**src/rtl/keypad_pkg.sv**
```systemverilog
// keypad_pkg: shared types, the keypad code map, and the scan classifier for keypad_scanner
package keypad_pkg;
  typedef enum logic [1:0] {NONE, KEY, MULTI} scan_kind_e;
  typedef enum logic {RELEASED, HELD} kp_state_e;
  typedef struct packed {
    scan_kind_e kind;
    logic [3:0] code;
  } scan_res_t;
  localparam logic [3:0] KEYMAP [4][4] = '{
    '{4'h1, 4'h4, 4'h7, 4'h0},
    '{4'h2, 4'h5, 4'h8, 4'hF},
    '{4'h3, 4'h6, 4'h9, 4'hE},
    '{4'hA, 4'hB, 4'hC, 4'hD}
  };
  // map bit c*4+r is set when the key at column c, row r reads pressed
  function automatic scan_res_t classify(input logic [15:0] map);
    scan_res_t r;
    int n;
    r = '{NONE, 4'h0};
    n = 0;
    for (int c = 0; c < 4; c++)
      for (int w = 0; w < 4; w++)
        if (map[c*4+w]) begin
          n++;
          r.code = KEYMAP[c][w];
        end
    r.kind = n == 0 ? NONE : n == 1 ? KEY : MULTI;
    if (n != 1) r.code = 4'h0;
    return r;
  endfunction
endpackage

```
**src/rtl/keypad_scanner_sync_2ff.sv**
```systemverilog
// sync_2ff: two-flop synchronizer resetting to all-ones; clk, reset (async high), d (async in), q (synced out)
module sync_2ff #(
  parameter int WIDTH = 1
) (
  input  logic             clk,
  input  logic             reset,
  input  logic [WIDTH-1:0] d,
  output logic [WIDTH-1:0] q
);
  logic [WIDTH-1:0] meta;
  always_ff @(posedge clk or posedge reset)
    if (reset) {q, meta} <= '1;
    else {q, meta} <= {meta, d};
endmodule

```
**src/rtl/keypad_scanner.sv**
```systemverilog
// keypad_scanner: 4x4 keypad column scan, whole-scan debounce, press FSM and valid/ready key events; col (strobes out), row (returns in), key_code/key_valid/key_ready (event handshake), key_down (held level), overrun (sticky drop flag)
module keypad_scanner
  import keypad_pkg::*;
#(
  parameter int SETTLE_CYCLES  = 100_000,
  parameter int DEBOUNCE_SCANS = 4
) (
  input  logic       clk,
  input  logic       reset,
  output logic [3:0] col,
  input  logic [3:0] row,
  output logic [3:0] key_code,
  output logic       key_valid,
  input  logic       key_ready,
  output logic       key_down,
  output logic       overrun
);
  localparam int SW = $clog2(SETTLE_CYCLES);
  localparam int DW = $clog2(DEBOUNCE_SCANS);
  localparam logic [SW-1:0] SETTLE_LAST = SW'(SETTLE_CYCLES - 1);
  localparam logic [DW-1:0] DEB_LAST = DW'(DEBOUNCE_SCANS - 1);
  logic [3:0] row_s;
  logic [SW-1:0] settle_cnt;
  logic [1:0] col_idx;
  logic [15:0] press_map;
  logic [DW-1:0] stable_cnt;
  scan_res_t res, prev;
  kp_state_e state, state_nx;
  logic tc, scan_done, same, stable, ev;
  sync_2ff #(.WIDTH(4)) u_sync (.clk(clk), .reset(reset), .d(row), .q(row_s));
  assign tc = settle_cnt == SETTLE_LAST;
  assign scan_done = tc && col_idx == 2'd3;
  // column 3 is folded in directly so the result is ready on its sample edge
  assign res = classify({~row_s, press_map[11:0]});
  assign same = res == prev;
  // stable once the count after this agreeing scan reaches DEB_LAST
  assign stable = scan_done && same && stable_cnt >= DEB_LAST - DW'(1);
  assign key_down = state == HELD;
  always_ff @(posedge clk or posedge reset)
    if (reset) begin
      settle_cnt <= '0;
      col_idx <= 2'd0;
      col <= 4'b1110;
      press_map <= '0;
    end else begin
      settle_cnt <= tc ? '0 : settle_cnt + SW'(1);
      if (tc) begin
        col_idx <= col_idx + 2'd1;
        col <= ~(4'b0001 << (col_idx + 2'd1));
      end
      if (scan_done) press_map <= '0;
      else if (tc) press_map[{col_idx, 2'b00} +: 4] <= ~row_s;
    end
  always_ff @(posedge clk or posedge reset)
    if (reset) begin
      prev <= '{NONE, 4'h0};
      stable_cnt <= '0;
    end else if (scan_done) begin
      if (same) stable_cnt <= stable_cnt == DEB_LAST ? stable_cnt : stable_cnt + DW'(1);
      else begin
        prev <= res;
        stable_cnt <= '0;
      end
    end
  always_ff @(posedge clk or posedge reset)
    if (reset) state <= RELEASED;
    else state <= state_nx;
  always_comb begin
    state_nx = state;
    ev = 1'b0;
    if (stable && state == RELEASED && res.kind == KEY) begin
      state_nx = HELD;
      ev = 1'b1;
    end else if (stable && state == HELD && res.kind == NONE) state_nx = RELEASED;
  end
  always_ff @(posedge clk or posedge reset)
    if (reset) begin
      key_code <= 4'h0;
      key_valid <= 1'b0;
      overrun <= 1'b0;
    end else if (ev && key_valid && !key_ready) overrun <= 1'b1;
    else if (ev) begin
      key_code <= res.code;
      key_valid <= 1'b1;
    end else if (key_valid && key_ready) key_valid <= 1'b0;
endmodule

```
**config.mk**
```make
export PLATFORM = sky130hd
export DESIGN_NAME = keypad_scanner
export DESIGN_NICKNAME = d
export VERILOG_FILES = /design/src/rtl/keypad_pkg.sv /design/src/rtl/keypad_scanner_sync_2ff.sv /design/src/rtl/keypad_scanner.sv
export SDC_FILE = /design/constraint.sdc
export NUM_CORES = 1
export LEC_CHECK = 0
export BUFFER_PORTS_ARGS = -buffer_cell sky130_fd_sc_hd__buf_2
export CAP_MARGIN = 10
export CORE_ASPECT_RATIO = 1.75
export CORE_UTILIZATION = 60
export CTS_CLUSTER_DIAMETER = 80
export DETAILED_ROUTE_END_ITERATION = 10
export GPL_TIMING_DRIVEN = 0
export HOLD_SLACK_MARGIN = 0.06
export PLACE_DENSITY = 0.9
export SLEW_MARGIN = 5
export SYNTH_ARGS = -nofsm -noshare
export SYNTH_HDL_FRONTEND = slang
export SYNTH_SLANG_ARGS = --single-unit
```
**constraint.sdc**
```tcl
create_clock -name clk -period 12.25 [get_ports clk]
set_input_delay 3.0625 -clock clk [delete_from_list [all_inputs] [get_ports clk]]
set_output_delay 3.0625 -clock clk [all_outputs]
set_load 0.02 [all_outputs]
```
==> impl_metrics.toml <==
[drt]
num_vias = 4595
drt_first_pass_iters = 7
remaining_drc_errors = 0
highest_layer = "met4"
post_drt_wl_per_cell_um = 19.28
drt-met1-wl_um = 4707
dr.first_iter.drc_count = 374
dr_wl_met3_um = 556
detailed_route_wl_um = 13340
antenna_left = 0
avgViaCountPerCell = 6.640
wl_met2_um = 7428

[setup_path]
timing.reg2reg.worst_path_depth = 55
crit_buf_inv = 3
cp_data_required_time_ns = 12.45
worstSetupPathType = "flop to flop"
cp_num_cells = 55
crit_end = "key_code[1]"
critical_path.top_delay_family = "adder cells"
setup.worst_path.end_class = "flop"
regToRegSetupSlack_ns = 0.52
reg2reg_from = "press_map[0]"
worst_path_max_delay_cell = "nor3_1"
timing.critical_path.fanout_max = 5
worst_setup_path_startpoint = "press_map[0]"
crit_path_start_kind = "flop"
cp_data_arrival_time_ns = 11.93
crit_top_cell = "ha_1"
critical_path.max_stage_delay_ns = 0.61
crit-reg2reg-capture = "key_code[1]"

[timing]
slew_headroom_pct = 40.81
finalHoldViolCount = 0
whs_ns = 0.3556
fmax_mhz = 85.23
worst_slack_ns = 0.5169
timing.final.crit_share_pct = 95.78
final-max-slew-violation-count = 0
max_slew.worst_pin.slew_ns = 0.8767
post-route-min-period_ns = 11.73
report.final.setup_viol = 0
final.setup_skew_ns = 0.008492

[synth]
synth.yosys.warnings = 0
netlist_area_um2 = 4952
syn-mean-instance-area_um2 = 8.812
part_of_the_yosys_area_used_for_sequential_elements_pct = 29.59
yosysTopAreaCell = "dfrtp_1"
netlist_instances = 562
postSynthNetCount = 593
netlist_top_cells_area = "dfrtp_1, xnor2_1, ha_1"
synth.cells.most_frequent = "nand2_1, dfrtp_1, nor2_1"
synth_seq_cells = 58
synth_edf_count = 0
dominant_cell_by_count_in_the_synthesized_netlist = "nand2_1"
synth_cell_types = 82
yosys.area.top_type_share_pct = 23.75
proportion_of_synthesized_flip_flops_having_asynchronous_set_or_reset_pct = 100.0
synth_flop_cell = "dfrtp_1"

[outcome]
outcome = "finished clean"

[global_routing]
first_pass_grt_wire_length_um = 21270
pin_count_of_the_biggest_net_entering_global_routing = 46
grt.total_usage_pct = 31.30
grt_antenna_before_repair = 0
grt_remaining_overflow = 0
first_global_vias = 4697

[die]
core_region_area_um2 = 7963
floorplan.rows = 43
initial_core_util_pct = 62.19
die_y_um = 122.2
num_io_pins = 18
floorplan.die.width_um = 70.68
overall_die_area_um2 = 8635

[placement]
dp_hpwl_um = 8869
detailed_place.area_um2 = 5170
port_buffers = 17
gp_congestion = 0.8603
post-place-ws_ns = -0.01438

[clock_network]
cts_tree = "yes"
clockRootBuffer = "clkbuf_16"
clock_input_transition_at_the_sequential_cells_of_the_worst_setup_and_hold_paths_ns = 0.06
clockBufferDepth = 2
number_of_cts_inserted_buffers = 9
tritoncts_num_sinks = 58
worstSkewPairLatency_ns = 0.34
maximum_level_of_the_cts_h_tree = 3

[cells_and_area]
fillers = 534
final_area_um2 = 5622
syn2layout_area_growth_pct = 13.52
ff_latch_area_um2 = 1465
drive_gt1_share_pct = 15.45
finish.net_count = 628
multi_input_comb_area_um2 = 3373
diodes = 0

[pwr]
power_uw = 509.8
p_sw_uw = 118.3
total_power_density_per_cell_area_nw_per_um2 = 90.68
seq_power_share_pct = 38.3
clockPowerShare_pct = 54.4
power.switching_fraction_pct = 23.20
vdd_ir_drop_max_mv = 0.1166
cell_internal_pwr_uw = 391.5
p_leak_nw = 2.441
gate_power_share_pct = 7.4

[min_path]
hold_class = "flop to flop"

[run]
timing.max_cap.violations = 0
-- power groups by stage --
| stage | Combinational (mW) | Sequential [mW] | Clock [mW] |
|---|---|---|---|
| CTS | 0.0320 | 0.195 | 0.274 |
| global placement | 0.0285 | 0.198 | 0 |
| global route | 0.0406 | 0.195 | 0.284 |
| detailed placement | 0.0308 | 0.198 | 0 |
| floorplan | 0.0232 | 0.198 | 0 |
| finish | 0.0376 | 0.195 | 0.277 |
-- worst min-delay path by stage --
| stage | start | to | slack [ns] | cells past startpoint |
|---|---|---|---|---|
| 6_report | u_sync.meta[3] | u_sync.q[3] | 0.36 | 0 |
| 5_1_grt | u_sync.meta[3] | u_sync.q[3] | 0.35 | 0 |
| 4_1_cts | u_sync.meta[0] | u_sync.q[0] | 0.36 | 0 |
| 3_5_place_dp | u_sync.meta[0] | u_sync.q[0] | 0.35 | 0 |
| 3_3_place_gp | u_sync.meta[3] | u_sync.q[3] | 0.35 | 0 |
| 2_1_floorplan | u_sync.meta[0] | u_sync.q[0] | 0.35 | 0 |
-- registers in the layout (all words and copies together) (netlist names) --
name,cells
settle_cnt,17
press_map,12
prev,6
col,4
key_code,4
u_sync.meta,4
u_sync.q,4
col_idx,2
stable_cnt,2
key_down,1
key_valid,1
overrun,1
-- metrics by stage --
stage | util (%) | instances | setup TNS [ns]
2_1_floorplan | - | 562 | 0
3_3_place_gp | 64.68 | 669 | 0
3_5_place_dp | 64.93 | 670 | -0.04794
4_1_cts | 69.28 | 686 | 0
5_1_grt | 70.60 | 692 | -0.07676
6_report | 70.60 | 692 | 0
-- area by class of cell --
cell class	count	share of cell area, %
plain buffers	22	1.825
clock buffers	10	4.251
clock inverters	6	1.580
inverters	24	1.602
multi-input cells	458	60.00
flip-flops and latches	58	26.06
well taps	90	2.003
repair buffers	24	2.671
-- placed cells by master, fill, tap and decap left out, drive strengths merged, types with 24 or more instances in the layout --
master  instances
buf            30
clkbuf         26
dfrtp          47
ha             24
inv            24
nand2          58
nand3          25
nor2           43
o21ai          34
xnor2          40
-- logic make-up after synthesis --
| family | count (synthesis) | synth area share [%] |
|---|---|---|
| AND/OR/NAND/NOR | 233 | 25.01 |
| flip-flops | 58 | 29.59 |
| buffers and inverters | 46 | 3.840 |
| AO/OA/AOI/OAI | 119 | 17.18 |
| XOR/XNOR | 65 | 14.53 |
| multiplexers | 16 | 3.587 |
| adder cells (fa/ha/maj) | 25 | 6.266 |
-- timing repair --
item                                    CTS  global route
endpoints found under the setup margin    6            14
hold buffers                              0             0
pin swaps                                 1             4
resized for setup                         2            14
buffers inserted                          0             6
-- layer usage --
metal,global-route usage (%),vias up
met3,4.218,63
met1,30.15,2235
li1,-,2115
met5,0,-
met4,19.50,0
met2,61.29,182
No activity file was read; power rests on OpenSTA's default activity.
